--- src/rtl/mac_8x8_accum_pkg.sv ---
// Shared types and constants for the 8x8 multiply-accumulate block.
package mac_pkg;

    typedef enum logic [1:0] {
        IDLE  = 2'd0,
        RUN   = 2'd1,
        DRAIN = 2'd2,
        DONE  = 2'd3
    } state_e;

    localparam int OPND_W    = 8;
    localparam int PROD_W    = 16;
    localparam int ACC_W_DEF = 24;
    localparam int LEN_W_DEF = 8;

endpackage

--- src/rtl/mac_8x8_accum_mul.sv ---
// Combinational 8x8 unsigned array multiplier: one shifted partial product per multiplier bit.
module mac_8x8_accum_mul
    import mac_pkg::*;
(
    input  logic [OPND_W-1:0] a,
    input  logic [OPND_W-1:0] b,
    output logic [PROD_W-1:0] p
);

    logic [PROD_W-1:0] sum;

    always_comb begin
        sum = '0;
        for (int i = 0; i < OPND_W; i++) begin
            if (b[i]) begin
                sum = sum + (PROD_W'(a) << i);
            end
        end
    end

    assign p = sum;

endmodule

--- src/rtl/mac_8x8_accum.sv ---
// Streamed multiply-accumulate: operand regs -> multiplier -> product reg -> accumulator,
// with a run-length FSM and a valid/ready result handshake.
module mac_8x8_accum
    import mac_pkg::*;
#(
    parameter int ACC_W = ACC_W_DEF,
    parameter int LEN_W = LEN_W_DEF
) (
    input  logic             clk,
    input  logic             rst_n,
    input  logic             start,
    input  logic [LEN_W-1:0] len,
    input  logic             in_valid,
    output logic             in_ready,
    input  logic [7:0]       a,
    input  logic [7:0]       b,
    output logic             out_valid,
    input  logic             out_ready,
    output logic [ACC_W-1:0] acc_out,
    output logic             overflow,
    output logic             busy
);

    localparam int SUM_W = ACC_W + 1;

    state_e              state_q, state_d;
    logic [LEN_W-1:0]    len_q, len_d;
    logic [LEN_W-1:0]    cnt_q, cnt_d;
    logic [OPND_W-1:0]   a_p1_q, a_p1_d, b_p1_q, b_p1_d;
    logic                vld_p1_q, vld_p1_d;
    logic [PROD_W-1:0]   prod_p1;
    logic [PROD_W-1:0]   prod_p2_q, prod_p2_d;
    logic                vld_p2_q, vld_p2_d;
    logic [ACC_W-1:0]    acc_q, acc_d;
    logic                ovf_q, ovf_d;
    logic [SUM_W-1:0]    sum_p3;
    logic                take;

    // Modulo-2^ACC_W add; the top bit of the result is the carry out.
    function automatic logic [SUM_W-1:0] acc_add(input logic [ACC_W-1:0] acc,
                                                 input logic [PROD_W-1:0] prod);
        return {1'b0, acc} + SUM_W'(prod);
    endfunction

    assign in_ready  = (state_q == RUN) && (cnt_q < len_q);
    assign take      = in_valid && in_ready;
    assign out_valid = (state_q == DONE);
    assign busy      = (state_q != IDLE);
    assign acc_out   = acc_q;
    assign overflow  = ovf_q;
    assign sum_p3    = acc_add(acc_q, prod_p2_q);

    // Stage 1 -> stage 2: multiplier between operand and product registers
    mac_8x8_accum_mul u_mul (
        .a (a_p1_q),
        .b (b_p1_q),
        .p (prod_p1)
    );

    always_comb begin
        state_d   = state_q;
        len_d     = len_q;
        cnt_d     = cnt_q;
        a_p1_d    = a_p1_q;
        b_p1_d    = b_p1_q;
        vld_p1_d  = 1'b0;
        prod_p2_d = vld_p1_q ? prod_p1 : prod_p2_q;
        vld_p2_d  = vld_p1_q;
        acc_d     = acc_q;
        ovf_d     = ovf_q;

        // Stage 3: accumulate
        if (vld_p2_q) begin
            acc_d = sum_p3[ACC_W-1:0];
            ovf_d = ovf_q | sum_p3[ACC_W];
        end

        case (state_q)
            IDLE: begin
                if (start) begin
                    len_d   = len;
                    cnt_d   = '0;
                    acc_d   = '0;
                    ovf_d   = 1'b0;
                    state_d = (len == '0) ? DONE : RUN;
                end
            end
            RUN: begin
                if (take) begin
                    a_p1_d   = a;
                    b_p1_d   = b;
                    vld_p1_d = 1'b1;
                    cnt_d    = cnt_q + LEN_W'(1);
                    if (cnt_d == len_q) state_d = DRAIN;
                end
            end
            // Stage 2 always empties on the edge it is seen, so only stage 1 has to be idle.
            DRAIN: begin
                if (!vld_p1_q) state_d = DONE;
            end
            DONE: begin
                if (out_ready) state_d = IDLE;
            end
            default: state_d = IDLE;
        endcase
    end

    always_ff @(posedge clk or negedge rst_n) begin
        if (!rst_n) begin
            state_q  <= IDLE;
            len_q    <= '0;
            cnt_q    <= '0;
            vld_p1_q <= 1'b0;
            vld_p2_q <= 1'b0;
            acc_q    <= '0;
            ovf_q    <= 1'b0;
        end else begin
            state_q  <= state_d;
            len_q    <= len_d;
            cnt_q    <= cnt_d;
            vld_p1_q <= vld_p1_d;
            vld_p2_q <= vld_p2_d;
            acc_q    <= acc_d;
            ovf_q    <= ovf_d;
        end
    end

    // Pipeline data carries no reset; the valid bits qualify it.
    always_ff @(posedge clk) begin
        a_p1_q    <= a_p1_d;
        b_p1_q    <= b_p1_d;
        prod_p2_q <= prod_p2_d;
    end

endmodule
--- config.mk ---
export PLATFORM = sky130hd
export DESIGN_NAME = mac_8x8_accum
export DESIGN_NICKNAME = d
export VERILOG_FILES = /design/src/rtl/mac_8x8_accum_pkg.sv /design/src/rtl/mac_8x8_accum_mul.sv /design/src/rtl/mac_8x8_accum.sv
export SDC_FILE = /design/constraint.sdc
export NUM_CORES = 1
export LEC_CHECK = 0
export ABC_AREA = 0
export CAP_MARGIN = 10
export CORE_UTILIZATION = 45
export DETAILED_ROUTE_END_ITERATION = 16
export HOLD_SLACK_MARGIN = 0.02
export PLACE_DENSITY = 0.71
export SYNTH_ARGS = -nofsm -noshare
export SYNTH_HDL_FRONTEND = slang
export SYNTH_SLANG_ARGS = --single-unit
--- constraint.sdc ---
create_clock -name clk -period 11.75 [get_ports clk]
set_clock_uncertainty 0.2 [all_clocks]
set_input_delay 2.9375 -clock clk [delete_from_list [all_inputs] [get_ports clk]]
set_output_delay 2.9375 -clock clk [all_outputs]
set_load 0.01 [all_outputs]
==> impl_metrics.py <==
metrics = {
    "routing": {
        "drc": 0,
        "via_count": 5933,
        "drtAntennaViolNets": 0,
        "drt_first_pass_iters": 6,
        "drt_wl_total_mm": 16.2,
        "drtIter0Drc": 397,
        "vias_per_cell": 5.63,
        "wl_per_cell_um": 15.3,
    },
    "grt": {
        "grt.overflow.total": 0,
        "grt_pass1_wl_mm": 27.4,
        "first_global_vias": 5669,
        "antenna_found_initial": 0,
        "grt_max_degree": 46,
        "grt_use_total": 0.210,
    },
    "cts": {
        "holdBufCountCts": 0,
        "cts_resized": 0,
        "postCtsSetupBuffers": 0,
        "cts.sinks": 77,
        "tritoncts": "done",
        "cts-root-buf": "clkbuf_16",
        "clockBufferDepth": 2,
        "insertion_delay_ps": 350,
        "cts_buffers": 9,
        "clk_pin_slew_ps": 60,
        "htreeDepth": 3,
    },
    "floorplan": {
        "die_h_um": 128,
        "pin_count": 57,
        "dieArea_mm2": 0.0163,
        "core_mm2": 0.0153,
        "fp-row-count": 45,
        "fp.dieW_um": 128,
        "start_util": 0.465,
    },
    "timing": {
        "fin_setup_tns_ps": 0,
        "slew_headroom": 0.319,
        "min_period_ps": 9540,
        "rsz0062_at_grt": "false",
        "fin_crit_sh": 0.812,
        "max_freq_mhz": 105,
        "tightest_slew_ps": 1020,
        "finalHoldViolCount": 0,
        "setup-violations-final": 0,
        "slew_viol_final": 0,
    },
    "worst_setup_path": {
        "r2r_setup_slack_ps": 2210,
        "critPathSlowestCell": "edfxtp_1",
        "critical_path_buf_inv_count": 2,
        "r2r-end": "prod_p2_q[14]",
        "worstPathArrival_ps": 9530,
        "cp.required_ps": 11730,
        "criticalPathCategory": "reg2reg",
        "worstSetupStartpoint": "a_p1_q[1]",
        "endpoint_kind": "flip-flop",
        "crit_family": "compound AO/OA/AOI/OAI gates",
        "cp_common_cell": "ha_1",
        "cp_max_fo": 11,
        "r2r_start": "a_p1_q[1]",
        "max_stage_delay_ps": 610,
        "start_kind": "flip-flop",
        "reg2reg_depth": 39,
    },
    "final_layout": {
        "area.growth.synth_to_final_pct": 14.2,
        "fin_nets": 962,
        "stdcell_area_mm2": 0.00813,
        "drive_gt1_frac": 0.0498,
        "fill_cells": 1460,
        "diodes": 0,
    },
    "logic_synthesis": {
        "ys_ff_latch": 77,
        "ys_seq_area_frac": 0.293,
        "synth_cells": 791,
        "yosysWarnings": 0,
        "synthTopCellsByArea": "dfrtp_1 (16%), ha_1 (15%), edfxtp_1 (13%)",
        "syn_area_mm2": 0.00712,
        "yosys.cell_types.count": 73,
        "yosysTopAreaCellShare": 0.158,
        "synth_area_leader_cell": "dfrtp_1",
        "syn-num-nets": 914,
        "syn_avg_cell_area_um2": 9.00,
        "synth_edf_count": 32,
        "synthFlopType": "dfrtp_1",
        "async_flop_share": 0.584,
    },
    "min_path": {
        "hold_depth": 2,
        "min-delay-start": "overflow",
        "min_path_type": "reg2reg",
        "whs_endpoint": "overflow",
    },
    "placed_design": {
        "port_buffers": 56,
        "placed_area_mm2": 0.00787,
        "routabilityCongestion": 0.883,
        "place_hpwl_mm": 12.1,
    },
    "run_status": {
        "status": "finished clean",
    },
    "flow_run": {
        "cap_violations": 0,
    },
}
==> how the worst max path moves through the flow <==
stage | to | slack [ps] | depth (start not counted)
6_report | prod_p2_q[14] | 2210 | 39
3_5_place_dp | prod_p2_q[14] | 2280 | 39
2_1_floorplan | prod_p2_q[14] | 3270 | 39
3_3_place_gp | prod_p2_q[14] | 2440 | 39
4_1_cts | prod_p2_q[14] | 2280 | 39
5_1_grt | prod_p2_q[14] | 1390 | 39
==> layout by cell type (no fill, tap or decap), types with 6 or more instances in the layout <==
cell type,netlist,layout
a21o_1,19,19
nor2_1,54,54
fa_1,8,8
mux2i_1,18,18
nor3_1,20,20
o21a_1,15,15
a22o_1,6,6
o21ai_0,49,49
xor2_1,23,23
dfrtp_1,45,45
and3_1,9,9
a21oi_1,56,56
inv_1,44,44
nand2_1,60,60
o211ai_1,12,12
clkdlybuf4s50_1,0,55
edfxtp_1,32,32
nand3_1,16,16
ha_1,86,86
nand2b_1,12,12
mux2_2,12,12
or3_1,12,12
nor2b_1,18,18
a211oi_1,7,7
and2_1,10,10
clkbuf_16,0,9
xnor2_1,32,32
==> Yosys cell counts (3+ instances only) <==
cell      number
ha_1          86
nand2_1       60
a21oi_1       56
nor2_1        54
o21ai_0       49
dfrtp_1       45
inv_1         44
edfxtp_1      32
xnor2_1       32
xor2_1        23
nor3_1        20
a21o_1        19
mux2i_1       18
nor2b_1       18
clkbuf_1      17
nand3_1       16
o21a_1        15
mux2_2        12
nand2b_1      12
o211ai_1      12
or3_1         12
and2_1        10
and3_1         9
fa_1           8
a211oi_1       7
a22o_1         6
a31oi_1        5
nand3b_1       5
nor3b_1        5
nor4_1         5
o21bai_1       5
o31ai_1        5
or2_2          5
a211o_1        4
a221o_1        4
o211a_1        4
a221oi_1       3
nand4_1        3
or4_1          3
==> state kept, by name (all words and copies together) (netlist names), 2 cells and up <==
signal and count:
a_p1_q 8, acc_out 24, b_p1_q 8, cnt_q 8, len_q 8, prod_p2_q 16, state_q 2
==> worst reg2reg max path, delay by kind of cell (launching register included) <==
kind,cells,cell delay (ps)
xor gates and xnor gates,3,420
adders and majority gates,8,2460
AOI/OAI and AO/OA,15,2990
DFF,1,610
buffers and inverters,2,140
muxes,3,550
and+or+nand+nor,8,1980
==> metal layers <==
layer | part of all wire | GRT usage
met4 | 0.0092 | 0.0450
met3 | 0.046 | 0.0392
met5 | 0 | 0
met1 | 0.50 | 0.289
met2 | 0.45 | 0.342
==> layout make-up <==
cell class              count  area [um2]  share of cell area
flip-flops and latches     77        2090               0.257
repair buffers             57         563              0.0693
clock inverters             6        38.8             0.00477
clock buffers               9         225              0.0277
multi-input cells         649        4780               0.588
well taps                 211         264              0.0325
inverters                  45         169              0.0208
==> kinds of logic (layout without fill, tap and decap cells) <==
family,after synthesis,in the layout,synth area share
muxes,32,32,0.0485
DFF,77,77,0.293
buffers and inverters,65,117,0.0350
and+or+nand+nor,242,242,0.170
adders and majority gates,94,94,0.174
xor gates and xnor gates,55,55,0.0677
AOI/OAI and AO/OA,226,226,0.212
==> through the flow <==
step | instances | utilization | setup slack, ps | hold WS (ps)
6_report | 1054 | 0.531 | 2210 | 293
5_1_grt | 1054 | 0.531 | 1390 | 314
4_1_cts | 1054 | 0.531 | 2280 | 300
3_5_place_dp | 1039 | 0.514 | 2280 | 286
3_3_place_gp | 1039 | 0.514 | 2440 | 276
2_1_floorplan | 791 | - | 3270 | 252
Power is left out: the tool's default activity adds up to more than one toggle a clock period on the data nets, which glitch-free logic cannot reach.
